--- config.mk ---
export PLATFORM = sky130hd
export DESIGN_NAME = comparator
export DESIGN_NICKNAME = d
export VERILOG_FILES = /design/src/rtl/comparator_pkg.sv /design/src/rtl/comparator_cmp_cell.sv /design/src/rtl/comparator.sv
export SDC_FILE = /design/constraint.sdc
export NUM_CORES = 1
export LEC_CHECK = 0
export CAP_MARGIN = 20
export CORE_AREA = 4 4 41 43
export DETAILED_ROUTE_END_ITERATION = 8
export DIE_AREA = 0 0 45 47
export DONT_BUFFER_PORTS = 1
export PLACE_DENSITY = 0.32
export SYNTH_ARGS = -nofsm -noshare
export SYNTH_HDL_FRONTEND = slang
export SYNTH_SLANG_ARGS = --single-unit
--- constraint.sdc ---
create_clock -name clk -period 1.8 [get_ports clk]
set_input_delay 0.36 -clock clk [delete_from_list [all_inputs] [get_ports clk]]
set_output_delay 0.36 -clock clk [all_outputs]
set_load 0.03 [all_outputs]
--- src/rtl/comparator_pkg.sv ---
// Shared types for the comparator: one-hot result encoding and width limit.
`default_nettype none

package comparator_pkg;

  localparam int CMP_MAX_WIDTH = 64;

  // CMP_NONE exists only as the reset value; a registered result is always one-hot.
  typedef enum logic [2:0] {
    CMP_NONE = 3'b000,
    CMP_LT   = 3'b001,
    CMP_EQ   = 3'b010,
    CMP_GT   = 3'b100
  } cmp_result_t;

  function automatic cmp_result_t cmp_encode(input logic gt, input logic eq);
    cmp_result_t res;
    if (eq) begin
      res = CMP_EQ;
    end else if (gt) begin
      res = CMP_GT;
    end else begin
      res = CMP_LT;
    end
    return res;
  endfunction

endpackage

`default_nettype wire

--- src/rtl/comparator_cmp_cell.sv ---
// Merges two adjacent (gt, eq) segment results; the more significant segment decides unless equal.
`default_nettype none

module cmp_cell
  import comparator_pkg::*;
(
  input  logic gt_hi_i,
  input  logic eq_hi_i,
  input  logic gt_lo_i,
  input  logic eq_lo_i,
  output logic gt_o,
  output logic eq_o
);

  assign gt_o = gt_hi_i | (eq_hi_i & gt_lo_i);
  assign eq_o = eq_hi_i & eq_lo_i;

endmodule

`default_nettype wire

--- src/rtl/comparator.sv ---
// Registered WIDTH-bit magnitude comparator with one-hot greater/equal/less flags.
`default_nettype none

module comparator
  import comparator_pkg::*;
#(
  parameter int WIDTH  = 4,
  parameter bit SIGNED = 1'b0
) (
  input  logic             clk,
  input  logic             rst_n,
  input  logic             in_valid,
  input  logic [WIDTH-1:0] a,
  input  logic [WIDTH-1:0] b,
  output logic             out_valid,
  output logic             greater,
  output logic             equal,
  output logic             less
);

  localparam int LEVELS = $clog2(WIDTH);
  localparam int LEAVES = 1 << LEVELS;

  logic [LEAVES-1:0] w_leaf_gt;
  logic [LEAVES-1:0] w_leaf_eq;

  // Pad leaves are "equal", which is the identity for the merge so they never affect the result.
  for (genvar i = 0; i < LEAVES; i++) begin : g_leaf
    if (i >= WIDTH) begin : g_pad
      assign w_leaf_gt[i] = 1'b0;
      assign w_leaf_eq[i] = 1'b1;
    end else if (SIGNED && (i == WIDTH - 1)) begin : g_sign
      // A set sign bit means negative, so the operand roles swap at the MSB.
      assign w_leaf_gt[i] = b[i] & ~a[i];
      assign w_leaf_eq[i] = ~(a[i] ^ b[i]);
    end else begin : g_bit
      assign w_leaf_gt[i] = a[i] & ~b[i];
      assign w_leaf_eq[i] = ~(a[i] ^ b[i]);
    end
  end

  for (genvar l = 0; l <= LEVELS; l++) begin : g_lvl
    localparam int N = LEAVES >> l;
    logic [N-1:0] gt;
    logic [N-1:0] eq;
    if (l == 0) begin : g_leaves
      assign gt = w_leaf_gt;
      assign eq = w_leaf_eq;
    end else begin : g_merge
      for (genvar j = 0; j < N; j++) begin : g_cell
        cmp_cell u_cell (
          .gt_hi_i (g_lvl[l-1].gt[2*j+1]),
          .eq_hi_i (g_lvl[l-1].eq[2*j+1]),
          .gt_lo_i (g_lvl[l-1].gt[2*j]),
          .eq_lo_i (g_lvl[l-1].eq[2*j]),
          .gt_o    (gt[j]),
          .eq_o    (eq[j])
        );
      end
    end
  end

  logic w_root_gt;
  logic w_root_eq;
  assign w_root_gt = g_lvl[LEVELS].gt[0];
  assign w_root_eq = g_lvl[LEVELS].eq[0];

  cmp_result_t result_d, result_q;
  logic        valid_d, valid_q;

  always_comb begin
    result_d = result_q;
    valid_d  = in_valid;
    if (in_valid) begin
      result_d = cmp_encode(w_root_gt, w_root_eq);
    end
  end

  always_ff @(posedge clk or negedge rst_n) begin
    if (!rst_n) begin
      result_q <= CMP_NONE;
      valid_q  <= 1'b0;
    end else begin
      result_q <= result_d;
      valid_q  <= valid_d;
    end
  end

  assign out_valid               = valid_q;
  assign {greater, equal, less}  = result_q;

endmodule

`default_nettype wire

==> run_results.csv, run 1 <==
group,metric,value,unit
status,status,"finished clean",
global_route,grt_pass1_wl,772,µm
worst_setup_path,crit_fanout,2,
detailed_routing,wl_met2,210,µm
clocking,clk_latency,0.23,ns
final_layout,most-common-layout-cells,"inv_1 (5), ha_1 (4), dfrtp_1 (4), clkbuf_4 (3)",
clocking,clockBufferDepth,2,
detailed_routing,drt_iter0_markers,0,
timing,relSlewSlack,79.6,%
timing,rsz0062_at_grt,"no",
yosys,syn_avg_cell_area,9.90,µm²
final_layout,fill_cells,158,
global_route,grt_pass1_vias,220,
yosys,synth-seq-cells,4,
yosys,syn_area,228,µm²
yosys,synth.distinct_cells,11,
detailed_routing,top_layer_used,"met3",
die,die-area,2120,µm²
worst_setup_path,crit_type,"reg -> out",
detailed_routing,via_count,178,
die,initial_core_util,17.5,%
yosys,yosys_warnings,0,
pwr,power.density,946,nW/µm²
final_layout,diodes,0,
timing,fmax,0.912,GHz
final_layout,nets,44,
final_layout,syn_to_final_growth,22.5,%
global_route,grt_use_total,5.78,%
placed_design,dp.cells,38,
die,die_h,47,µm
yosys,synthCells,23,
placed_design,io_buffer_count,0,
detailed_routing,drt_wl_total,443,µm
final_layout,drive_gt1_share,11.1,%
detailed_routing,wl_per_cell,10.5,µm
clocking,cts_root_buffer,"clkbuf_4",
yosys,synth_nets,38,
detailed_routing,first_pass_iters,1,
detailed_routing,wl_met3,36,µm
min_path,hold_path_class,"in -> reg",
final_layout,seqCellArea,100,µm²
clocking,htree_levels,1,
die,core_area,1300,µm²
clocking,post_cts_buffers,0,
job,cap_violations,0,
timing,finalCriticalPeriod,1.10,ns
yosys,synth.top_cell.area_share,44.0,%
final_layout,final_common_cell,"inv_1",
final_layout,multi_input_area,109,µm²
timing,finalHoldViolCount,0,
die,ios,15,
detailed_routing,wl_met1,195,µm
clocking,cts_made_buffers,3,
timing,slew_viol_final,0,
detailed_routing,drc,0,
yosys,synth_top_cell_by_area,"dfrtp_1",
clocking,path_clk_slew,0.04,ns
final_layout,final_cells,42,
worst_setup_path,endpoint_kind,"output port",
timing,finClkSkew,0,ns
detailed_routing,detail-route-antenna-nets,0,
die,num_rows,13,
timing,tightest_slew,0.306,ns
clocking,cts_tree,"done",
timing,setup_viol_count_final,0,
worst_setup_path,critPathLaunchType,"flip-flop",
yosys,synth.area.top_cells,"dfrtp_1 (44%), ha_1 (22%), inv_1 (8.2%)",
pwr,leakage,0.146,nW
global_route,antenna_found_initial,0,
pwr,ir_drop,162,µV
clocking,cts.sinks,4,
timing,fin_crit_sh,60.9,%
worst_setup_path,arrival,0.74,ns
global_route,grt_max_degree,7,
yosys,ys_seq_area_share,44.0,%
die,chipWidth,45,µm
global_route,overflow,0,
worst_setup_path,required,1.44,ns
placed_design,gp_congestion,0.594,
detailed_routing,viasPerCell,4.24,
timing,setup_tns,0,ns
==> registers in the layout, indices dropped and copies added (netlist names) <==
| register | flops |
|---|---|
| result_q | 3 |
| out_valid | 1 |
==> power by group <==
part	internal (W)	leakage, nW	switching [W]	total, W
combinational	0.0000163	0.0836	0.0000158	0.0000321
clock	0.0000743	0.0138	0.0000325	0.000107
sequential	0.0000997	0.0486	0.0000252	0.000125
==> per-stage QoR <==
stage | util [%] | instance area [µm²] | hold slack (ns) | total power, W | setup slack [ns]
after floorplan | - | 228 | 0.0644 | 0.000149 | 0.606
after global placement | 18.9 | 246 | 0.0645 | 0.000156 | 0.527
after detailed placement | 18.9 | 246 | 0.0645 | 0.000157 | 0.518
after CTS | 21.4 | 279 | 0.147 | 0.000274 | 0.683
after global routing | 21.4 | 279 | 0.134 | 0.000292 | 0.657
final | 21.4 | 279 | 0.160 | 0.000264 | 0.703
==> worst reg2reg max path, delay by kind of cell (launching register included) <==
kind	cells	cell delay, ns
simple gates	1	0.21
compound gates	1	0.17
flops	1	0.48
==> final cells by class <==
type                    instances  share of cell area (%)
repair buffers                  1                    3.59
clock buffers                   3                    8.07
well taps                      15                    6.73
inverters                       5                    6.73
flip-flops and latches          4                    35.9
multi-input cells              14                    39.0
==> cell usage after synthesis (all sizes together) <==
cell and count:
a21oi 2, a31o 1, and2b 1, dfrtp 4, ha 4, inv 5
nand2 2, nand4 1, o21a 1, o21ai 1, o22ai 1
==> what timing repair did <==
item / 4_1_cts / 5_1_grt
resized for setup: 0 / 0
endpoints found under the hold margin: 4 / 0
hold buffers: 1 / 0
==> path summary, 6_finish.rpt <==
path	from	to	slack (ns)	cells after the start
min	in_valid	out_valid$_DFF_PN0_	0.16	0
max	result_q[0]$_DFFE_PN0P_	less	0.70	0
max in group asynchronous	rst_n	result_q[2]$_DFFE_PN0P_	1.23	1
min in group asynchronous	rst_n	result_q[0]$_DFFE_PN0P_	0.40	1
min reg2reg	result_q[0]$_DFFE_PN0P_	result_q[0]$_DFFE_PN0P_	0.70	2
max reg2reg	result_q[2]$_DFFE_PN0P_	result_q[2]$_DFFE_PN0P_	0.83	2
==> cells by family after synthesis <==
kind of cell / count (synthesis) / share of synthesized area, %
AOI/OAI and AO/OA: 6 / 16.5
adders and majority gates: 4 / 22.0
buffers and inverters: 5 / 8.24
DFF: 4 / 44.0
and+or+nand+nor: 4 / 9.34
==> metal layers <==
| layer | global-route usage (%) | vias up |
|---|---|---|
| met5 | 0 | - |
| met4 | 10.5 | 0 |
| met3 | 1.53 | 0 |
| met2 | 7.63 | 12 |
| met1 | 5.48 | 79 |
| li1 | - | 87 |
No activity file was read; power rests on OpenSTA's default activity.
==> run 2, diff against run 1 <==
- PLACE_DENSITY: 0.32 -> 0.33
- clock period: 1.8 -> 0.99 ns (I/O delays scaled with it)
==> run 2 against run 1 <==
  * Cell count grew 9.5%
  * Combinational power grew to 4.0 times the previous value
  * Highest routed layer is now met4
  * Critical path type unchanged
  * Worst hold slack lost 0.089 ns
  * Cell area grew 19%
  * Largest power group is now clock
  * Total power grew 100%
==> run_results.csv, run 2 (synthesized netlist as in run 1, its figures left out) <==
group,metric,value,unit
detailed_routing,drt_wl_total,509,µm
worst_setup_path,worst-path-buf-inv,1,
die,initial_core_util,17.5,%
final_layout,syn_to_final_growth,45.6,%
die,die-area,2120,µm²
timing,fin_crit_sh,97.6,%
pwr,leakage,0.166,nW
detailed_routing,detail-route-antenna-nets,0,
global_route,use_met2,8.19,%
worst_setup_path,arrival,0.77,ns
pwr,ir_drop,335,µV
min_path,hold_path_class,"in -> reg",
timing,finalCriticalPeriod,0.967,ns
timing,slew_viol_final,0,
global_route,grt_busiest_layer,"met2",
timing,setup_tns,0,ns
placed_design,hpwl,416,µm
pwr,p_int,0.000378,W
timing,tightest_slew,0.270,ns
placed_design,dpl_cell_area,282,µm²
global_route,grt_pass1_wl,814,µm
status,status,"finished clean",
die,die_h,47,µm
final_layout,diodes,0,
clocking,cts_made_buffers,3,
die,chipWidth,45,µm
die,core_area,1300,µm²
pwr,p_clk_share,39.0,%
detailed_routing,via_count,181,
clocking,path_clk_slew,0.04,ns
final_layout,final_area,332,µm²
clocking,cts_tree,"done",
final_layout,most-common-layout-cells,"inv_1 (4), dfrtp_1 (4), ha_1 (3), clkbuf_4 (3)",
detailed_routing,first_pass_iters,1,
pwr,power.density,1610,nW/µm²
timing,setup_viol_count_final,0,
clocking,cts.sinks,4,
worst_setup_path,crit_family,"flip-flops",
detailed_routing,drc,0,
final_layout,largest_reg_flops,3,
timing,whs,0.0710,ns
pwr,swShare,29.1,%
timing,finalHoldViolCount,0,
clocking,htree_levels,1,
final_layout,top_register,"result_q",
global_route,overflow,0,
worst_setup_path,critPathMaxStageDelay,0.39,ns
worst_setup_path,crit_type,"reg -> out",
worst_setup_path,required,0.79,ns
timing,finClkSkew,0,ns
global_route,grt_util_met3,4.98,%
placed_design,io_buffer_count,0,
worst_setup_path,critPathLaunchType,"flip-flop",
die,num_rows,13,
final_layout,nets,48,
placed_design,dp.cells,41,
worst_setup_path,endpoint_kind,"output port",
worst_setup_path,crit_fanout,2,
global_route,grt_use_total,6.09,%
pwr,power.switching,0.000155,W
die,ios,15,
clocking,clk_latency,0.23,ns
timing,fmax,1.03,GHz
clocking,post_cts_buffers,0,
final_layout,drive_gt1_share,25.8,%
detailed_routing,wl_per_cell,11.1,µm
clocking,cts_root_buffer,"clkbuf_4",
worst_setup_path,reg2reg_slack,0.19,ns
final_layout,fill_cells,149,
detailed_routing,drt_iter0_markers,0,
clocking,clockBufferDepth,2,
detailed_routing,viasPerCell,3.93,
final_layout,final_cells,46,
timing,relSlewSlack,82.0,%
pwr,seqPwrFrac,36.8,%
global_route,antenna_found_initial,0,
global_route,met1_usage,5.94,%
global_route,grt_pass1_vias,195,
worst_setup_path,crit_chain,"buf_6",
job,cap_violations,0,
pwr,power_frac_comb,24.2,%
placed_design,gp_congestion,0.581,
worst_setup_path,crit_slowest_cell,"dfrtp_1",
global_route,grt_max_degree,7,
==> run 2: cell count changes in the layout (fill, tap and decap cells not counted), sizes merged <==
cell and delta:
dlygate4sd3 +1, buf +3
==> run 2: layer usage <==
metal,wire [µm],up-vias
met4,8,0
met1,203,76
met2,241,8
met3,56,2
met5,0,-
li1,-,95
==> run 2: final cells by class <==
type	instances	area, µm²	share of cell area, %
well taps	15	18.8	5.66
clock buffers	3	22.5	6.79
inverters	5	18.8	5.66
repair buffers	5	50.0	15.1
multi-input cells	14	121	36.6
flip-flops and latches	4	100	30.2
==> run 2: repair_timing <==
| item | CTS | global route |
|---|---|---|
| gates resized for setup | 0 | 2 |
| endpoints found under the hold margin | 5 | 0 |
| hold buffers | 2 | 0 |
| setup endpoints to repair | 0 | 2 |
==> run 2: stage by stage <==
stage / setup WS [ns] / util (%) / power, W
floorplan: 0.00159 / - / 0.000275
global placement: -0.0513 / 21.6 / 0.000310
detailed placement: -0.0486 / 21.6 / 0.000312
CTS: 0.000493 / 24.9 / 0.000539
global route: -0.00290 / 25.5 / 0.000568
finish: 0.0233 / 25.5 / 0.000533
==> run 2: worst paths after layout <==
check	endpoint	from	depth (start not counted)
worst max-delay path	less	result_q[0]$_DFFE_PN0P_	1
worst min-delay path	result_q[0]$_DFFE_PN0P_	in_valid	1
worst max register to register	result_q[2]$_DFFE_PN0P_	result_q[2]$_DFFE_PN0P_	2
worst min register to register	result_q[1]$_DFFE_PN0P_	result_q[1]$_DFFE_PN0P_	1
max in group asynchronous	result_q[1]$_DFFE_PN0P_	rst_n	1
min in group asynchronous	out_valid$_DFF_PN0_	rst_n	1
==> run 2: power groups by stage <==
stage | sequential, W | combinational [W] | clock (W)
6_report | 0.000196 | 0.000129 | 0.000208
5_1_grt | 0.000198 | 0.000143 | 0.000227
4_1_cts | 0.000194 | 0.000125 | 0.000219
3_5_place_dp | 0.000196 | 0.000116 | 0
3_3_place_gp | 0.000196 | 0.000114 | 0
2_1_floorplan | 0.000227 | 0.0000489 | 0
==> run 3, diff against run 2 <==
- CORE_AREA: 4 4 41 43 -> 2 2 39 41
- DIE_AREA: 0 0 45 47 -> 0 0 41 43
==> run 3 against run 2 <==
  * Maximum frequency up 1.6%
  * Combinational power barely moved
  * Utilization is 1.2 points lower
  * Cell count up 2.2%
  * Highest routed layer is now met3
==> run_results.csv, run 3 (synthesized netlist as in run 1, its figures left out) <==
group,metric,value,unit
status,status,"finished clean",
clocking,path_clk_slew,0.04,ns
worst_setup_path,crit_type,"reg -> out",
final_layout,syn_to_final_growth,47.8,%
final_layout,top_register,"result_q",
final_layout,multi_input_area,121,µm²
worst_setup_path,endpoint_kind,"output port",
clocking,cts_made_buffers,3,
global_route,grt_pass1_vias,219,
global_route,grt_use_total,7.14,%
placed_design,gp_congestion,0.607,
detailed_routing,detail-route-antenna-nets,0,
placed_design,dp_slack,-0.0363,ns
detailed_routing,drt_iter0_markers,1,
timing,fmax,1.05,GHz
die,die_h,43,µm
placed_design,dp.cells,42,
clocking,clk_latency,0.23,ns
timing,fin_crit_sh,96.1,%
job,cap_violations,0,
worst_setup_path,critPathLaunchType,"flip-flop",
global_route,antenna_found_initial,0,
worst_setup_path,crit_chain,"buf_6",
detailed_routing,drt_wl_total,441,µm
pwr,leakage,0.167,nW
final_layout,diodes,0,
clocking,clockBufferDepth,2,
final_layout,largest_reg_flops,3,
clocking,post_cts_buffers,0,
timing,whs,0.0709,ns
final_layout,fill_cells,152,
final_layout,final_cells,47,
worst_setup_path,crit_fanout,2,
final_layout,seqCellArea,100,µm²
clocking,cts_tree,"done",
pwr,ir_drop,258,µV
worst_setup_path,arrival,0.75,ns
die,core_area,1380,µm²
pwr,power.density,1560,nW/µm²
timing,finalCriticalPeriod,0.952,ns
worst_setup_path,cp-startpoint,"result_q[0]$_DFFE_PN0P_",
timing,layout_setup_ws,0.0384,ns
timing,slew_viol_final,0,
final_layout,final_area,337,µm²
placed_design,dpl_cell_area,283,µm²
die,num_rows,14,
clocking,cts.sinks,4,
global_route,overflow,0,
die,die-area,1760,µm²
detailed_routing,first_pass_iters,2,
worst_setup_path,r2r_start,"result_q[2]$_DFFE_PN0P_",
final_layout,nets,48,
die,chipWidth,41,µm
die,ios,15,
worst_setup_path,critPathMaxStageDelay,0.38,ns
min_path,hold_start,"in_valid",
worst_setup_path,required,0.79,ns
clocking,htree_levels,1,
min_path,hold_path_class,"in -> reg",
die,initial_core_util,16.5,%
final_layout,most-common-layout-cells,"inv_1 (4), dfrtp_1 (4), ha_1 (3), clkbuf_4 (3), buf_6 (3)",
global_route,grt_max_degree,7,
worst_setup_path,worst-path-buf-inv,1,
worst_setup_path,crit_family,"flip-flops",
detailed_routing,drc,0,
detailed_routing,viasPerCell,3.89,
placed_design,hpwl,369,µm
timing,tightest_slew,0.272,ns
detailed_routing,wl_per_cell,9.38,µm
final_layout,final_core_util,24.3,%
timing,rsz0062_at_grt,"no",
clocking,cts_root_buffer,"clkbuf_4",
timing,setup_viol_count_final,0,
global_route,grt_pass1_wl,800,µm
placed_design,io_buffer_count,0,
timing,finalHoldViolCount,0,
worst_setup_path,crit_slowest_cell,"dfrtp_1",
timing,finClkSkew,0,ns
final_layout,drive_gt1_share,25.8,%
detailed_routing,via_count,183,
timing,relSlewSlack,81.9,%
-- run 3: cell counts in the layout (fill, tap and decap cells not counted) --
No cell type changed its count.
-- run 3: path summary, 6_finish.rpt --
path                                            to  slack (ns)  depth (start not counted)
max in group asynchronous  result_q[1]$_DFFE_PN0P_        0.58                          1
min in group asynchronous      out_valid$_DFF_PN0_        0.24                          1
hold reg to reg            result_q[1]$_DFFE_PN0P_        0.51                          1
setup reg to reg           result_q[2]$_DFFE_PN0P_        0.16                          2
setup / recovery                              less        0.04                          1
hold / removal             result_q[0]$_DFFE_PN0P_        0.07                          1
-- run 3: repair_timing --
| item | in CTS | in global routing |
|---|---|---|
| endpoints found under the setup margin | 0 | 3 |
| gates resized for setup | 0 | 3 |
| hold endpoints to repair | 5 | 0 |
| hold buffers | 2 | 0 |
-- run 3: final cells by class --
type	count	area share [%]
inverters	5	5.58
well taps	16	5.95
clock buffers	3	6.69
repair buffers	5	16.0
flip-flops and latches	4	29.7
multi-input cells	14	36.1
-- run 3: report_power, final --
part	internal (W)	switching (W)
clock	0.000135	0.0000624
combinational	0.0000642	0.0000672
sequential	0.000182	0.0000152
-- run 3: routing by layer --
| layer | global-route usage [%] | vias up | share of wire [%] |
|---|---|---|---|
| li1 | - | 95 | - |
| met1 | 7.12 | 81 | 38 |
| met2 | 10.6 | 7 | 57 |
| met3 | 1.57 | 0 | 5.4 |
| met4 | 8.00 | 0 | 0 |
| met5 | 0 | - | 0 |
-- run 3: metrics by stage --
step / total power, W / TNS [ns]
floorplan: 0.000275 / 0
global placement: 0.000310 / -0.0339
detailed placement: 0.000311 / -0.0363
CTS: 0.000530 / 0
global route: 0.000568 / 0
finish: 0.000526 / 0
